### src/rtl/ex_muldiv_unit.sv
// ---------------------------------------------------------------------------
// ex_muldiv_unit
//
// Purpose:
//   Iterative multiply/divide unit for the EX stage of a 5-stage MIPS
//   pipeline. It executes MULT/MULTU/DIV/DIVU, holds the architectural HI/LO
//   registers, and raises Busy so the hazard unit stalls MFHI/MFLO and any
//   later mult/div op until the result has been written back.
//
//   Multiplication is radix-2 shift-add on operand magnitudes. Division is
//   restoring division on magnitudes. Signs are applied in a final FIX cycle.
//   Iterative latency: Start sampled at E0, WIDTH step cycles, writeback at
//   E(WIDTH+1). Busy is high for WIDTH+1 cycles, then Done pulses for one cycle.
//
// Optional feature (macro MULDIV_FAST_MULT_EN):
//   When defined, MULT/MULTU use a single-cycle multiplier: E0 latch,
//   E1 product and go to FIX, E2 writeback (Busy high for 2 cycles).
//   DIV/DIVU timing is unchanged. When undefined, every op is iterative.
//
// Ports:
//   Clk        pipeline clock; all state updates on the rising edge
//   Reset      synchronous, active-low
//   Start      one-cycle issue strobe for a mult/div op (ignored while Busy)
//   Op         00 MULT, 01 MULTU, 10 DIV, 11 DIVU; sampled with Start
//   A, B       rs / rt operands
//   MTHI/MTLO  write WrData to HI/LO when idle and Start is low
//   WrData     data for MTHI/MTLO
//   Busy       operation in progress (stall request)
//   Done       one-cycle pulse once HI/LO hold the new result
//   DivByZero  one-cycle pulse alongside Done when a divide had B==0
//   HI, LO     architectural HI/LO registers
// ---------------------------------------------------------------------------
module ex_muldiv_unit #(
  parameter int WIDTH = 32
) (
  input  logic             Clk,
  input  logic             Reset,
  input  logic             Start,
  input  logic [1:0]       Op,
  input  logic [WIDTH-1:0] A,
  input  logic [WIDTH-1:0] B,
  input  logic             MTHI,
  input  logic             MTLO,
  input  logic [WIDTH-1:0] WrData,
  output logic             Busy,
  output logic             Done,
  output logic             DivByZero,
  output logic [WIDTH-1:0] HI,
  output logic [WIDTH-1:0] LO
);

`ifdef MULDIV_FAST_MULT_EN
  localparam bit FAST_MULT = 1'b1;
`else
  localparam bit FAST_MULT = 1'b0;
`endif

  localparam int CNT_W = (WIDTH > 2) ? $clog2(WIDTH) : 1;

  typedef enum logic [1:0] {
    IDLE = 2'd0,
    RUN  = 2'd1,
    FIX  = 2'd2
  } state_t;

  state_t             state_reg;
  logic [CNT_W-1:0]   count_reg;
  logic               is_div_reg;
  logic               neg_q_reg;     // negate product (mult) or quotient (div)
  logic               neg_r_reg;     // negate remainder (div: sign of A)
  logic               div_zero_reg;
  logic [WIDTH-1:0]   operand_reg;   // multiplicand magnitude or divisor magnitude
  logic [WIDTH-1:0]   acc_hi_reg;    // product high half / partial remainder
  logic [WIDTH-1:0]   acc_lo_reg;    // multiplier bits / dividend-quotient bits

  // Operand magnitudes and sign flags; only the signed ops (Op[0]==0) look at signs.
  logic               a_neg;
  logic               b_neg;
  logic [WIDTH-1:0]   mag_a;
  logic [WIDTH-1:0]   mag_b;

  assign a_neg = ~Op[0] & A[WIDTH-1];
  assign b_neg = ~Op[0] & B[WIDTH-1];
  assign mag_a = a_neg ? (~A + 1'b1) : A;
  assign mag_b = b_neg ? (~B + 1'b1) : B;

  // Shift-add step: add multiplicand when the current multiplier LSB is set,
  // then shift the {hi, lo} pair right by one (carry enters hi's MSB).
  logic [WIDTH:0]     mul_sum;
  assign mul_sum = {1'b0, acc_hi_reg} + {1'b0, ({WIDTH{acc_lo_reg[0]}} & operand_reg)};

  // Restoring step: a clear MSB on the trial difference means it fits.
  logic [WIDTH:0]     div_trial;
  assign div_trial = {acc_hi_reg, acc_lo_reg[WIDTH-1]} - {1'b0, operand_reg};

  // Single-cycle product, only selected when the fast-multiply build is enabled.
  logic [2*WIDTH-1:0] fast_prod;
  assign fast_prod = {{WIDTH{1'b0}}, operand_reg} * {{WIDTH{1'b0}}, acc_lo_reg};

  // Writeback candidates.
  logic [2*WIDTH-1:0] prod_abs;
  logic [2*WIDTH-1:0] prod_neg;
  logic [WIDTH-1:0]   quo_fix;
  logic [WIDTH-1:0]   rem_fix;

  assign prod_abs = {acc_hi_reg, acc_lo_reg};
  assign prod_neg = ~prod_abs + 1'b1;
  assign quo_fix  = neg_q_reg ? (~acc_lo_reg + 1'b1) : acc_lo_reg;
  assign rem_fix  = neg_r_reg ? (~acc_hi_reg + 1'b1) : acc_hi_reg;

  always_ff @(posedge Clk) begin
    if (!Reset) begin
      state_reg    <= IDLE;
      count_reg    <= '0;
      is_div_reg   <= 1'b0;
      neg_q_reg    <= 1'b0;
      neg_r_reg    <= 1'b0;
      div_zero_reg <= 1'b0;
      operand_reg  <= '0;
      acc_hi_reg   <= '0;
      acc_lo_reg   <= '0;
      Busy         <= 1'b0;
      Done         <= 1'b0;
      DivByZero    <= 1'b0;
      HI           <= '0;
      LO           <= '0;
    end else begin
      Done      <= 1'b0;
      DivByZero <= 1'b0;
      case (state_reg)
        IDLE: begin
          if (Start) begin
            // Start takes priority over a simultaneous move.
            state_reg    <= RUN;
            count_reg    <= '0;
            Busy         <= 1'b1;
            is_div_reg   <= Op[1];
            neg_q_reg    <= a_neg ^ b_neg;
            neg_r_reg    <= a_neg;
            div_zero_reg <= Op[1] & (B == '0);
            acc_hi_reg   <= '0;
            // Mult: acc_lo holds the multiplier; div: acc_lo holds the dividend.
            operand_reg  <= Op[1] ? mag_b : mag_a;
            acc_lo_reg   <= Op[1] ? mag_a : mag_b;
          end else begin
            if (MTHI) HI <= WrData;
            if (MTLO) LO <= WrData;
          end
        end

        RUN: begin
          if (FAST_MULT && !is_div_reg) begin
            {acc_hi_reg, acc_lo_reg} <= fast_prod;
            state_reg                <= FIX;
          end else begin
            if (is_div_reg) begin
              if (!div_trial[WIDTH]) begin
                acc_hi_reg <= div_trial[WIDTH-1:0];
                acc_lo_reg <= {acc_lo_reg[WIDTH-2:0], 1'b1};
              end else begin
                acc_hi_reg <= {acc_hi_reg[WIDTH-2:0], acc_lo_reg[WIDTH-1]};
                acc_lo_reg <= {acc_lo_reg[WIDTH-2:0], 1'b0};
              end
            end else begin
              acc_hi_reg <= mul_sum[WIDTH:1];
              acc_lo_reg <= {mul_sum[0], acc_lo_reg[WIDTH-1:1]};
            end
            count_reg <= count_reg + 1'b1;
            if (count_reg == CNT_W'(WIDTH - 1)) state_reg <= FIX;
          end
        end

        FIX: begin
          if (is_div_reg) begin
            // A zero divisor leaves all-ones in the quotient; keep it un-negated.
            LO <= div_zero_reg ? {WIDTH{1'b1}} : quo_fix;
            HI <= rem_fix;
          end else begin
            {HI, LO} <= neg_q_reg ? prod_neg : prod_abs;
          end
          state_reg <= IDLE;
          Busy      <= 1'b0;
          Done      <= 1'b1;
          DivByZero <= div_zero_reg;
        end

        default: begin
          state_reg <= IDLE;
          Busy      <= 1'b0;
        end
      endcase
    end
  end

endmodule

### config.mk
export PLATFORM = sky130hd
export DESIGN_NAME = ex_muldiv_unit
export DESIGN_NICKNAME = d
export VERILOG_FILES = /design/src/rtl/ex_muldiv_unit.sv
export SDC_FILE = /design/constraint.sdc
export NUM_CORES = 1
export LEC_CHECK = 0
export CAP_MARGIN = 15
export CELL_PAD_IN_SITES_DETAIL_PLACEMENT = 0
export CELL_PAD_IN_SITES_GLOBAL_PLACEMENT = 1
export CORE_UTILIZATION = 48
export DETAILED_ROUTE_END_ITERATION = 12
export DONT_BUFFER_PORTS = 1
export GPL_TIMING_DRIVEN = 0
export PLACE_DENSITY_LB_ADDON = 0.1
export SYNTH_ARGS = -nofsm -noshare
export SYNTH_HDL_FRONTEND = slang
export SYNTH_SLANG_ARGS = --single-unit
### constraint.sdc
create_clock -name Clk -period 3.4 [get_ports Clk]
set_input_delay 0.51 -clock Clk [delete_from_list [all_inputs] [get_ports Clk]]
set_output_delay 0.51 -clock Clk [all_outputs]
set_load 0.005 [all_outputs]
==> impl_metrics.tcl, run 1 <==
set metrics [dict create \
    outcome "finished clean" \
    chipWidth_um 177 \
    std_cell_rows 63 \
    finClkSkew_ps 22.3 \
    ys_types 77 \
    clk-insertion-delay-late_ps 460 \
    syn_area_mm2 0.0146 \
    detailroute.via_count 15574 \
    final-hold-violation-count 0 \
    power_per_cell_area_mw_per_mm2 399 \
    final_global_route_overflow_total 0 \
    avgSynthCellArea_um2 7.40 \
    nets 2180 \
    clkSinkCount 174 \
    synth_flop_cell "sky130_fd_sc_hd__dfxtp_1" \
    floorplan.initialDensity_pct 49.1 \
    fin_worst_hold_slack_ps 281 \
    route.detailed.wl_per_inst_um 24.8 \
    grt_max_degree 19 \
    drive_gt1_share_pct 7.04 \
    coreArea_mm2 0.0298 \
    die_h_um 177 \
    synth.yosys.seq_area_share_pct 23.8 \
    final-max-slew-violation-count 0 \
    timing.critical_path.arrival_ps 3720 \
    initialDrtViolationCount 1666 \
    worst-setup-path-type "register to register" \
    ys_ff_latch 174 \
    vdd_drop_max_v 0.000360 \
    hold_path_class "primary input to register" \
    synth-warning-count 0 \
    groute.usage.overall_pct 37.5 \
    viasPerCell 6.46 \
    root_buffer "sky130_fd_sc_hd__clkbuf_16" \
    power_mw 6.39 \
    final_period_minus_worst_setup_slack_ps 3370 \
    max_cap_violations 0 \
    io-pin-count 170 \
    place.port_buffers 0 \
    htree_num_levels 4 \
    drtPass1Iterations 5 \
    grt_setup_unrepaired "true" \
    synthToLayoutAreaGrowth_pct 9.67 \
    worst_ep_required_time_ps 3750 \
    cts-root-to-sink-buffers 2 \
    hpwlAfterDp_mm 46.7 \
    setup_viol_count_final 0 \
    die_area_mm2 0.0312 \
    setup.worst_path.end_class "register" \
    numCtsBuffers 17 \
    period_share_pct 99.2 \
    grt_pass1_vias 14337 \
    fmaxAchievable_ghz 0.297 \
    slew_headroom_pct 36.6 \
    cts.reportedPaths.clkPinSlew_ps 90 \
    synthesized_instance_count 1977 \
    start_kind "register" \
    drt.antenna.violating_nets 0 \
    async_flop_share_pct 0 \
    tritoncts "yes" \
    antenna_found_initial 2 \
    global_route_wire_length_before_repair_mm 88.4 \
    drc_violation_count_after_routing 0 \
    synthesis.nets 2152 \
    tightest_slew_ps 951 \
    synth_enable_flop_cells 0 \
    routabilityCongestion 0.999 \
    routed_wl_mm 59.7 \
    leakage_nw 6.13 \
    path_max_fanout 5 \
]
cell type report:
cell class	instances	area, um^2
Timing Repair Buffer	12	93.8
Tap cell	390	488
Fill cell	3048	13800
Multi-Input combinational cell	1600	10500
Sequential cell	174	3500
Clock buffer	17	425
Clock inverter	14	169
Inverter	60	229
Buffer	140	597
Antenna cell	2	5.00
power breakdown:
part / total (mW) / internal, mW / switching (mW)
clock: 2.10 / 1.05 / 1.05
sequential: 2.31 / 2.16 / 0.153
combinational: 1.97 / 0.713 / 1.26
total: 6.39 / 3.93 / 2.46
placed cells by master, fill, tap and decap left out, types with 20 or more instances in the layout:
cell type	netlist	routed
sky130_fd_sc_hd__a211oi_1	93	90
sky130_fd_sc_hd__a21o_1	28	28
sky130_fd_sc_hd__a21oi_1	210	207
sky130_fd_sc_hd__clkbuf_1	111	102
sky130_fd_sc_hd__dfxtp_1	174	163
sky130_fd_sc_hd__ha_1	70	67
sky130_fd_sc_hd__inv_1	58	57
sky130_fd_sc_hd__mux2i_1	69	69
sky130_fd_sc_hd__nand2_1	189	188
sky130_fd_sc_hd__nand2b_1	21	20
sky130_fd_sc_hd__nand3_1	29	29
sky130_fd_sc_hd__nor2_1	213	212
sky130_fd_sc_hd__nor3_1	34	32
sky130_fd_sc_hd__nor4_1	22	20
sky130_fd_sc_hd__o211ai_1	30	30
sky130_fd_sc_hd__o21ai_0	119	116
sky130_fd_sc_hd__o221ai_1	29	29
sky130_fd_sc_hd__o31ai_1	28	26
sky130_fd_sc_hd__xnor2_1	97	97
sky130_fd_sc_hd__xor2_1	71	70
synthesized netlist by cell type (20+ instances only):
| library cell | instances | area [um^2] |
|---|---|---|
| sky130_fd_sc_hd__a211oi_1 | 93 | 698 |
| sky130_fd_sc_hd__xnor2_1 | 97 | 850 |
| sky130_fd_sc_hd__a21o_1 | 28 | 210 |
| sky130_fd_sc_hd__o211ai_1 | 30 | 225 |
| sky130_fd_sc_hd__a21oi_1 | 210 | 1050 |
| sky130_fd_sc_hd__ha_1 | 70 | 876 |
| sky130_fd_sc_hd__o21ai_0 | 119 | 596 |
| sky130_fd_sc_hd__nor2b_1 | 20 | 125 |
| sky130_fd_sc_hd__nor3_1 | 34 | 170 |
| sky130_fd_sc_hd__nand3_1 | 29 | 145 |
| sky130_fd_sc_hd__inv_1 | 58 | 218 |
| sky130_fd_sc_hd__o31ai_1 | 28 | 210 |
| sky130_fd_sc_hd__clkbuf_1 | 111 | 417 |
| sky130_fd_sc_hd__nor4_1 | 22 | 138 |
| sky130_fd_sc_hd__xor2_1 | 71 | 622 |
| sky130_fd_sc_hd__dfxtp_1 | 174 | 3480 |
| sky130_fd_sc_hd__mux2i_1 | 69 | 691 |
| sky130_fd_sc_hd__nand2b_1 | 21 | 131 |
| sky130_fd_sc_hd__nor2_1 | 213 | 800 |
| sky130_fd_sc_hd__nand2_1 | 189 | 709 |
| sky130_fd_sc_hd__o221ai_1 | 29 | 254 |
repair_timing:
action | in CTS | in global routing
endpoints found under the setup margin | 57 | 40
hold buffers | 0 | 0
resized for setup | 32 | 40
setup buffers | 6 | 6
pin swaps | 6 | 15
stage by stage:
stage               utilization (%)  cell area, um^2  instances  TNS [ps]  setup WS (ps)
floorplan                         -            14600       1977         0            333
global placement               50.7            15100       2367    -19380           -916
detailed placement             50.7            15100       2367    -19690           -983
CTS                            53.2            15900       2403         0           3.53
global route                   53.8            16000       2409     -54.6          -32.9
finish                         53.8            16000       2409         0           28.8
cell families after synthesis:
family,share of synthesized area (%)
AOI/OAI and AO/OA,29.3
xor gates and xnor gates,10.1
adders and majority gates,6.26
buffers and inverters,5.42
DFF,23.8
muxes,5.73
and+or+nand+nor,19.4
metal layers:
metal	track usage, %	part of all wire, %
met5	0	0
met1	50.0	43
met3	7.30	9.3
met2	58.8	43
met4	15.4	4.5
worst paths after layout:
kind / start / to / slack, ps / depth (start not counted)
max reg2reg: acc_lo_reg[0]$_SDFFE_PN0P_ / acc_hi_reg[29]$_SDFFE_PN0P_ / 30 / 14
max: acc_lo_reg[0]$_SDFFE_PN0P_ / acc_hi_reg[29]$_SDFFE_PN0P_ / 30 / 14
min: B[31] / div_zero_reg$_SDFFE_PN0P_ / 280 / 3
min reg2reg: operand_reg[13]$_SDFFE_PN0P_ / operand_reg[13]$_SDFFE_PN0P_ / 450 / 2
critical path, stage by stage (launching register included):
cell                       delay, ps
sky130_fd_sc_hd__dfxtp_4         390
sky130_fd_sc_hd__and2_1          140
sky130_fd_sc_hd__ha_2            170
sky130_fd_sc_hd__inv_1            50
sky130_fd_sc_hd__fa_2            350
sky130_fd_sc_hd__nand2b_4        150
sky130_fd_sc_hd__a21o_1          230
sky130_fd_sc_hd__a31oi_4         250
sky130_fd_sc_hd__o21ai_4         110
sky130_fd_sc_hd__o41a_1          490
sky130_fd_sc_hd__buf_4           180
sky130_fd_sc_hd__o31ai_4         250
sky130_fd_sc_hd__a211o_1         190
sky130_fd_sc_hd__a32oi_1          90
sky130_fd_sc_hd__a211oi_1        210
Power figures use the tool's default switching activity.
==> run 2: changes to the inputs <==
==> config.mk (replaced) <==
export PLATFORM = sky130hd
export DESIGN_NAME = ex_muldiv_unit
export DESIGN_NICKNAME = d
export VERILOG_FILES = /design/src/rtl/ex_muldiv_unit.sv
export SDC_FILE = /design/constraint.sdc
export NUM_CORES = 1
export LEC_CHECK = 0
export CAP_MARGIN = 15
export CORE_UTILIZATION = 50
export DETAILED_ROUTE_END_ITERATION = 12
export DONT_BUFFER_PORTS = 1
export GPL_TIMING_DRIVEN = 0
export SYNTH_ARGS = -nofsm -noshare
export SYNTH_HDL_FRONTEND = slang
export SYNTH_SLANG_ARGS = --single-unit
==> impl_metrics.tcl, run 2 (synthesis results as in run 1) <==
set metrics [dict create \
    power_per_cell_area_mw_per_mm2 394 \
    drtPass1Iterations 8 \
    post_layout_nonfiller_instances 2403 \
    worst_ep_required_time_ps 3730 \
    groute.usage.overall_pct 37.9 \
    path_max_fanout 7 \
    antenna_found_initial 1 \
    vdd_drop_max_v 0.000305 \
    clkSinkCount 174 \
    critical_path.max_stage_delay_ps 540 \
    std_cell_rows 62 \
    timing.critical_path.arrival_ps 3630 \
    final_global_route_overflow_total 0 \
    hpwlAfterDp_mm 45.9 \
    numCtsBuffers 17 \
    final_period_minus_worst_setup_slack_ps 3300 \
    setup_viol_count_final 0 \
    grt_pass1_vias 14329 \
    viasPerCell 6.45 \
    root_buffer "sky130_fd_sc_hd__clkbuf_16" \
    path_delay_family "compound AO/OA/AOI/OAI gates" \
    coreArea_mm2 0.0287 \
    chipWidth_um 173 \
    postLayoutSetupSlackWorst_ps 95.1 \
    worst-setup-path-type "register to register" \
    grt_setup_unrepaired "true" \
    drive_gt1_share_pct 6.94 \
    hold_path_class "primary input to register" \
    drt.antenna.violating_nets 0 \
    io-pin-count 170 \
    max_cap_violations 0 \
    cts-root-to-sink-buffers 2 \
    global_route_wire_length_before_repair_mm 87.1 \
    final_cell_area_mm2 0.0160 \
    detailroute.via_count 15491 \
    fmaxAchievable_ghz 0.303 \
    critical_path.n_buffers_inverters 4 \
    initialDrtViolationCount 1502 \
    finClkSkew_ps 14.0 \
    timing.critical_path.cells "clkbuf_4, inv_1, fa_2, nand2b_4, a21o_1, a31oi_4, o21ai_4, o41a_1, buf_4, buf_4, xnor2_1, a22oi_1, o21ai_0" \
    power_mw 6.32 \
    cts_hold_repair.buffers 0 \
    placement.cell_area_mm2 0.0151 \
    n_fill_cell 2871 \
    cpMostUsedCell "sky130_fd_sc_hd__buf_4" \
    nets 2179 \
    floorplan.initialDensity_pct 50.9 \
    clk-insertion-delay-late_ps 470 \
    placed_cells 2361 \
    outcome "finished clean" \
    route.detailed.wl_per_inst_um 24.1 \
    htree_num_levels 4 \
    routabilityCongestion 1.02 \
    area.sequential_mm2 0.00350 \
    pre_cts_slack_ps -948 \
    drc_violation_count_after_routing 0 \
    final_cell_mix "sky130_fd_sc_hd__nor2_1 (213), sky130_fd_sc_hd__a21oi_1 (206), sky130_fd_sc_hd__nand2_1 (189), sky130_fd_sc_hd__dfxtp_1 (161), sky130_fd_sc_hd__o21ai_0 (117)" \
    period_share_pct 97.2 \
    final-max-slew-violation-count 0 \
    setup.worst_path.end_class "register" \
    die_area_mm2 0.0299 \
    synthToLayoutAreaGrowth_pct 9.57 \
    final-hold-violation-count 0 \
    leakage_nw 6.12 \
    tightest_slew_ps 896 \
    mostFrequentLayoutCell "sky130_fd_sc_hd__nor2_1" \
    critical-path-slowest-cell "sky130_fd_sc_hd__o41a_1" \
    multi_input_area_mm2 0.0105 \
    die_h_um 173 \
    place.port_buffers 0 \
    cts.reportedPaths.clkPinSlew_ps 90 \
    tritoncts "yes" \
    start_kind "register" \
    grt_max_degree 20 \
    slew_headroom_pct 40.1 \
    routed_wl_mm 58.0 \
]
-- run 2: area by class of cell --
cell class                      count  area share (%)
Buffer                            140            3.66
Antenna cell                        2          0.0312
Tap cell                          384            3.00
Multi-Input combinational cell   1600            65.8
Inverter                           60            1.41
Timing Repair Buffer               11           0.516
Clock buffer                       17            2.66
Clock inverter                     15            1.04
Sequential cell                   174            21.9
-- run 2: layer usage --
layer,vias to the layer above,GRT usage [%],share of wire [%]
met3,113,6.64,9.4
met5,-,0,0
met1,7356,50.7,43
met4,0,17.3,4.2
met2,785,59.5,44
li1,7237,-,-
-- run 2: path summary, 6_finish.rpt --
path	start	to	cells after the start	slack, ps
worst max register to register	acc_hi_reg[1]$_SDFFE_PN0P_	acc_hi_reg[21]$_SDFFE_PN0P_	13	100
worst min register to register	operand_reg[5]$_SDFFE_PN0P_	operand_reg[5]$_SDFFE_PN0P_	2	460
worst min-delay path	B[31]	div_zero_reg$_SDFFE_PN0P_	3	280
worst max-delay path	acc_hi_reg[1]$_SDFFE_PN0P_	acc_hi_reg[21]$_SDFFE_PN0P_	13	100
-- run 2: stage by stage --
stage / util (%) / setup TNS, ps / hold slack, ps
detailed placement: 52.6 / -20400 / 449
global route: 55.8 / -25.3 / 291
floorplan: - / 0 / 415
global placement: 52.6 / -20290 / 438
finish: 55.8 / 0 / 281
CTS: 55.1 / -23.0 / 265
-- run 2: where the power goes --
group          internal [mW]  leakage, nW  total [mW]  switching (mW)
clock                  0.992        0.288        2.04            1.05
combinational          0.712         4.40        1.95            1.24
sequential              2.16         1.43        2.32           0.159
total                   3.87         6.12        6.32            2.45
-- run 2: worst reg2reg max path, cell delays in order (launching register included) --
cell and delay [ps]:
sky130_fd_sc_hd__dfxtp_1 380, sky130_fd_sc_hd__clkbuf_4 220, sky130_fd_sc_hd__inv_1 90, sky130_fd_sc_hd__fa_2 410, sky130_fd_sc_hd__nand2b_4 160, sky130_fd_sc_hd__a21o_1 220
sky130_fd_sc_hd__a31oi_4 280, sky130_fd_sc_hd__o21ai_4 120, sky130_fd_sc_hd__o41a_1 540, sky130_fd_sc_hd__buf_4 180, sky130_fd_sc_hd__buf_4 120, sky130_fd_sc_hd__xnor2_1 150
sky130_fd_sc_hd__a22oi_1 180, sky130_fd_sc_hd__o21ai_0 110
-- run 2: what timing repair did --
action | in CTS | in global routing
endpoints found under the setup margin | 58 | 43
endpoints found under the hold margin | 0 | 0
buffers inserted | 3 | 8
gates resized for setup | 28 | 42
pin swaps | 4 | 17
cloned | 0 | 0
==> run 3: changes to the inputs <==
--- a/config.mk
+++ b/config.mk
@@ -5,8 +5,11 @@
 export SDC_FILE = /design/constraint.sdc
 export NUM_CORES = 1
 export LEC_CHECK = 0
+export ABC_AREA = 1
 export CAP_MARGIN = 15
+export CORE_MARGIN = 3
 export CORE_UTILIZATION = 50
+export CTS_CLUSTER_DIAMETER = 30
 export DETAILED_ROUTE_END_ITERATION = 12
 export DONT_BUFFER_PORTS = 1
 export GPL_TIMING_DRIVEN = 0
==> impl_metrics.tcl, run 3 <==
set metrics [dict create \
    outcome "finished clean" \
    grt_setup_unrepaired "false" \
    worst_ep_required_time_ps 3720 \
    synth.yosys.seq_area_share_pct 20.1 \
    clk-insertion-delay-late_ps 470 \
    tightest_slew_ps 1030 \
    grt_pass1_vias 19254 \
    ys_ff_latch 174 \
    drc_violation_count_after_routing 0 \
    critical-path-slowest-cell "sky130_fd_sc_hd__dfxtp_1" \
    min-delay-start "B[0]" \
    synth-warning-count 0 \
    worst_r2r_setup_slack_ps 190 \
    io-pin-count 170 \
    post_cts_resize_count 1 \
    final_period_minus_worst_setup_slack_ps 3210 \
    drive_gt1_share_pct 4.27 \
    path_delay_family "compound AO/OA/AOI/OAI gates" \
    power.combinational.fraction_pct 41.7 \
    die_area_mm2 0.0369 \
    leakage_nw 8.75 \
    timing.reg2reg.worst_path_depth 17 \
    route.detailed.wl_per_inst_um 22.3 \
    drt.antenna.violating_nets 0 \
    drtPass1Iterations 6 \
    grt_max_degree 17 \
    finClkSkew_ps 14.3 \
    netlist_top_cells_area "sky130_fd_sc_hd__dfxtp_1 (20%), sky130_fd_sc_hd__nand2_1 (19%), sky130_fd_sc_hd__inv_1 (9.2%)" \
    sw_frac_of_total_pct 45.5 \
    fmaxAchievable_ghz 0.311 \
    final_global_route_overflow_total 0 \
    synth_enable_flop_cells 0 \
    power_per_cell_area_mw_per_mm2 402 \
    htree_num_levels 4 \
    timing.rr.start "acc_lo_reg[0]$_SDFFE_PN0P_" \
    chipWidth_um 192 \
    final-max-slew-violation-count 0 \
    vdd_drop_max_v 0.000416 \
    utilization_pct 54.5 \
    root_buffer "sky130_fd_sc_hd__clkbuf_16" \
    library_cell_with_the_largest_summed_area_after_synthesis "sky130_fd_sc_hd__dfxtp_1" \
    groute.usage.overall_pct 41.5 \
    slew_headroom_pct 31.3 \
    syn_area_mm2 0.0173 \
    critical_path.n_buffers_inverters 4 \
    cts_hold_repair.buffers 0 \
    min_path_cells 2 \
    synth_largest_type_area_fraction_pct 20.1 \
    antenna_found_initial 7 \
    antenna-diode-count 0 \
    fin_worst_hold_slack_ps 204 \
    netSwitchingPower_mw 3.38 \
    power.internal_mw 4.05 \
    detailroute.via_count 21325 \
    post-cts-setup-buffer-count 0 \
    setup.worst_path.end_class "register" \
    place.port_buffers 0 \
    setup_viol_count_final 0 \
    avgSynthCellArea_um2 5.67 \
    hpwlAfterDp_mm 63.9 \
    coreArea_mm2 0.0339 \
    hold_path_end "operand_reg[0]$_SDFFE_PN0P_" \
    period_share_pct 94.4 \
    start_kind "register" \
    critical_path.max_stage_delay_ps 330 \
    synthToLayoutAreaGrowth_pct 6.45 \
    floorplan.initialDensity_pct 51.2 \
    hold_path_class "primary input to register" \
    nets 3252 \
    tritoncts "yes" \
    routabilityCongestion 1.11 \
    max_cap_violations 0 \
    synthesized_instance_count 3058 \
    initialDrtViolationCount 2667 \
    startpoint "acc_lo_reg[0]$_SDFFE_PN0P_" \
    synth_flop_cell "sky130_fd_sc_hd__dfxtp_1" \
    die_h_um 192 \
    rr_endpoint "acc_hi_reg[29]$_SDFFE_PN0P_" \
    setup_tns_ps 0 \
    ys_top_cells_by_count "sky130_fd_sc_hd__nand2_1 (877), sky130_fd_sc_hd__inv_1 (424), sky130_fd_sc_hd__o21ai_0 (276), sky130_fd_sc_hd__nand3_1 (244), sky130_fd_sc_hd__nor2_1 (232)" \
    power.share.sequential_pct 32.2 \
    final-hold-violation-count 0 \
    async_flop_share_pct 0 \
    clock_power_share_pct 26.1 \
    path_max_fanout 10 \
    worst-setup-path-type "register to register" \
    cpMostUsedCell "sky130_fd_sc_hd__nand2_1" \
    yosys.cell_count.top_type "sky130_fd_sc_hd__nand2_1" \
    clkSinkCount 174 \
    timing.critical_path.cells "buf_6, clkbuf_2, nand2_1, inv_1, ha_1, a21oi_1, o21ai_0, a21oi_1, nand2_2, nand2_1, nand2_1, nand2_1, nand3_1, nand2_1, inv_1, nand2_1, a21oi_1" \
    viasPerCell 6.03 \
    mostFrequentLayoutCell "sky130_fd_sc_hd__nand2_1" \
    cts-root-to-sink-buffers 2 \
    final_cell_mix "sky130_fd_sc_hd__nand2_1 (876), sky130_fd_sc_hd__inv_1 (424), sky130_fd_sc_hd__o21ai_0 (275), sky130_fd_sc_hd__nand3_1 (244), sky130_fd_sc_hd__nor2_1 (232)" \
    global_route_wire_length_before_repair_mm 115 \
    power_mw 7.42 \
    ys_types 54 \
    routed_wl_mm 78.9 \
    timing.critical_path.arrival_ps 3530 \
    synthesis.nets 3233 \
    numCtsBuffers 17 \
    std_cell_rows 67 \
    cts.reportedPaths.clkPinSlew_ps 80 \
]
==> run 3: how the worst max path moves through the flow <==
stage | endpoint | slack (ps) | cells past startpoint
4_1_cts | acc_hi_reg[29]$_SDFFE_PN0P_ | 30 | 20
3_5_place_dp | acc_hi_reg[29]$_SDFFE_PN0P_ | -220 | 19
2_1_floorplan | acc_hi_reg[19]$_SDFFE_PN0P_ | 830 | 20
3_3_place_gp | acc_hi_reg[29]$_SDFFE_PN0P_ | -160 | 19
6_report | acc_hi_reg[29]$_SDFFE_PN0P_ | 190 | 17
5_1_grt | acc_hi_reg[17]$_SDFFE_PN0P_ | 20 | 19
==> run 3: kinds of logic after synthesis <==
logic type                 after synthesis  synth area share (%)
AOI/OAI and AO/OA                      648                  20.4
xor gates and xnor gates                74                  3.74
adders and majority gates               72                  5.28
buffers and inverters                  564                  12.6
DFF                                    174                  20.1
and+or+nand+nor                       1526                  37.8
==> run 3: power by group through the flow <==
stage          sequential (mW)  combinational, mW  clock (mW)
2_1_floorplan             2.33               2.09           0
3_3_place_gp              2.42               2.91           0
3_5_place_dp              2.42               2.95           0
4_1_cts                   2.38               2.96        1.91
5_1_grt                   2.40               3.35        2.00
6_report                  2.39               3.09        1.94
==> run 3: stage by stage <==
step / setup WS, ps / cells / instance area [um^2]
floorplan: 830 / 3058 / 17300
global placement: -159 / 3506 / 17900
detailed placement: -215 / 3506 / 17900
CTS: 26.2 / 3538 / 18400
global route: 17.3 / 3538 / 18400
finish: 189 / 3538 / 18400
==> run 3: layer usage <==
layer,vias up,global-route usage (%),share of wire (%)
met4,8,25.7,7.0
met5,-,0,0.068
met1,9659,53.1,39
met2,1370,61.0,41
met3,298,12.3,13
li1,9990,-,-
==> run 3: worst register-to-register path, delay by kind of cell, from the launching register on <==
kind	cells	cell delay (ps)
AO/OA/AOI/OAI	4	950
AND/OR/NAND/NOR	8	840
buffers and inverters	4	650
flip-flops	1	330
adder cells (fa/ha/maj)	1	320
==> run 3: area by class of cell <==
cell class,instances,area (um^2)
Buffer,125,547
Tap cell,448,561
Multi-Input combinational cell,2320,11700
Inverter,439,1650
Clock inverter,13,106
Fill cell,3649,15400
Sequential cell,174,3480
Clock buffer,19,443
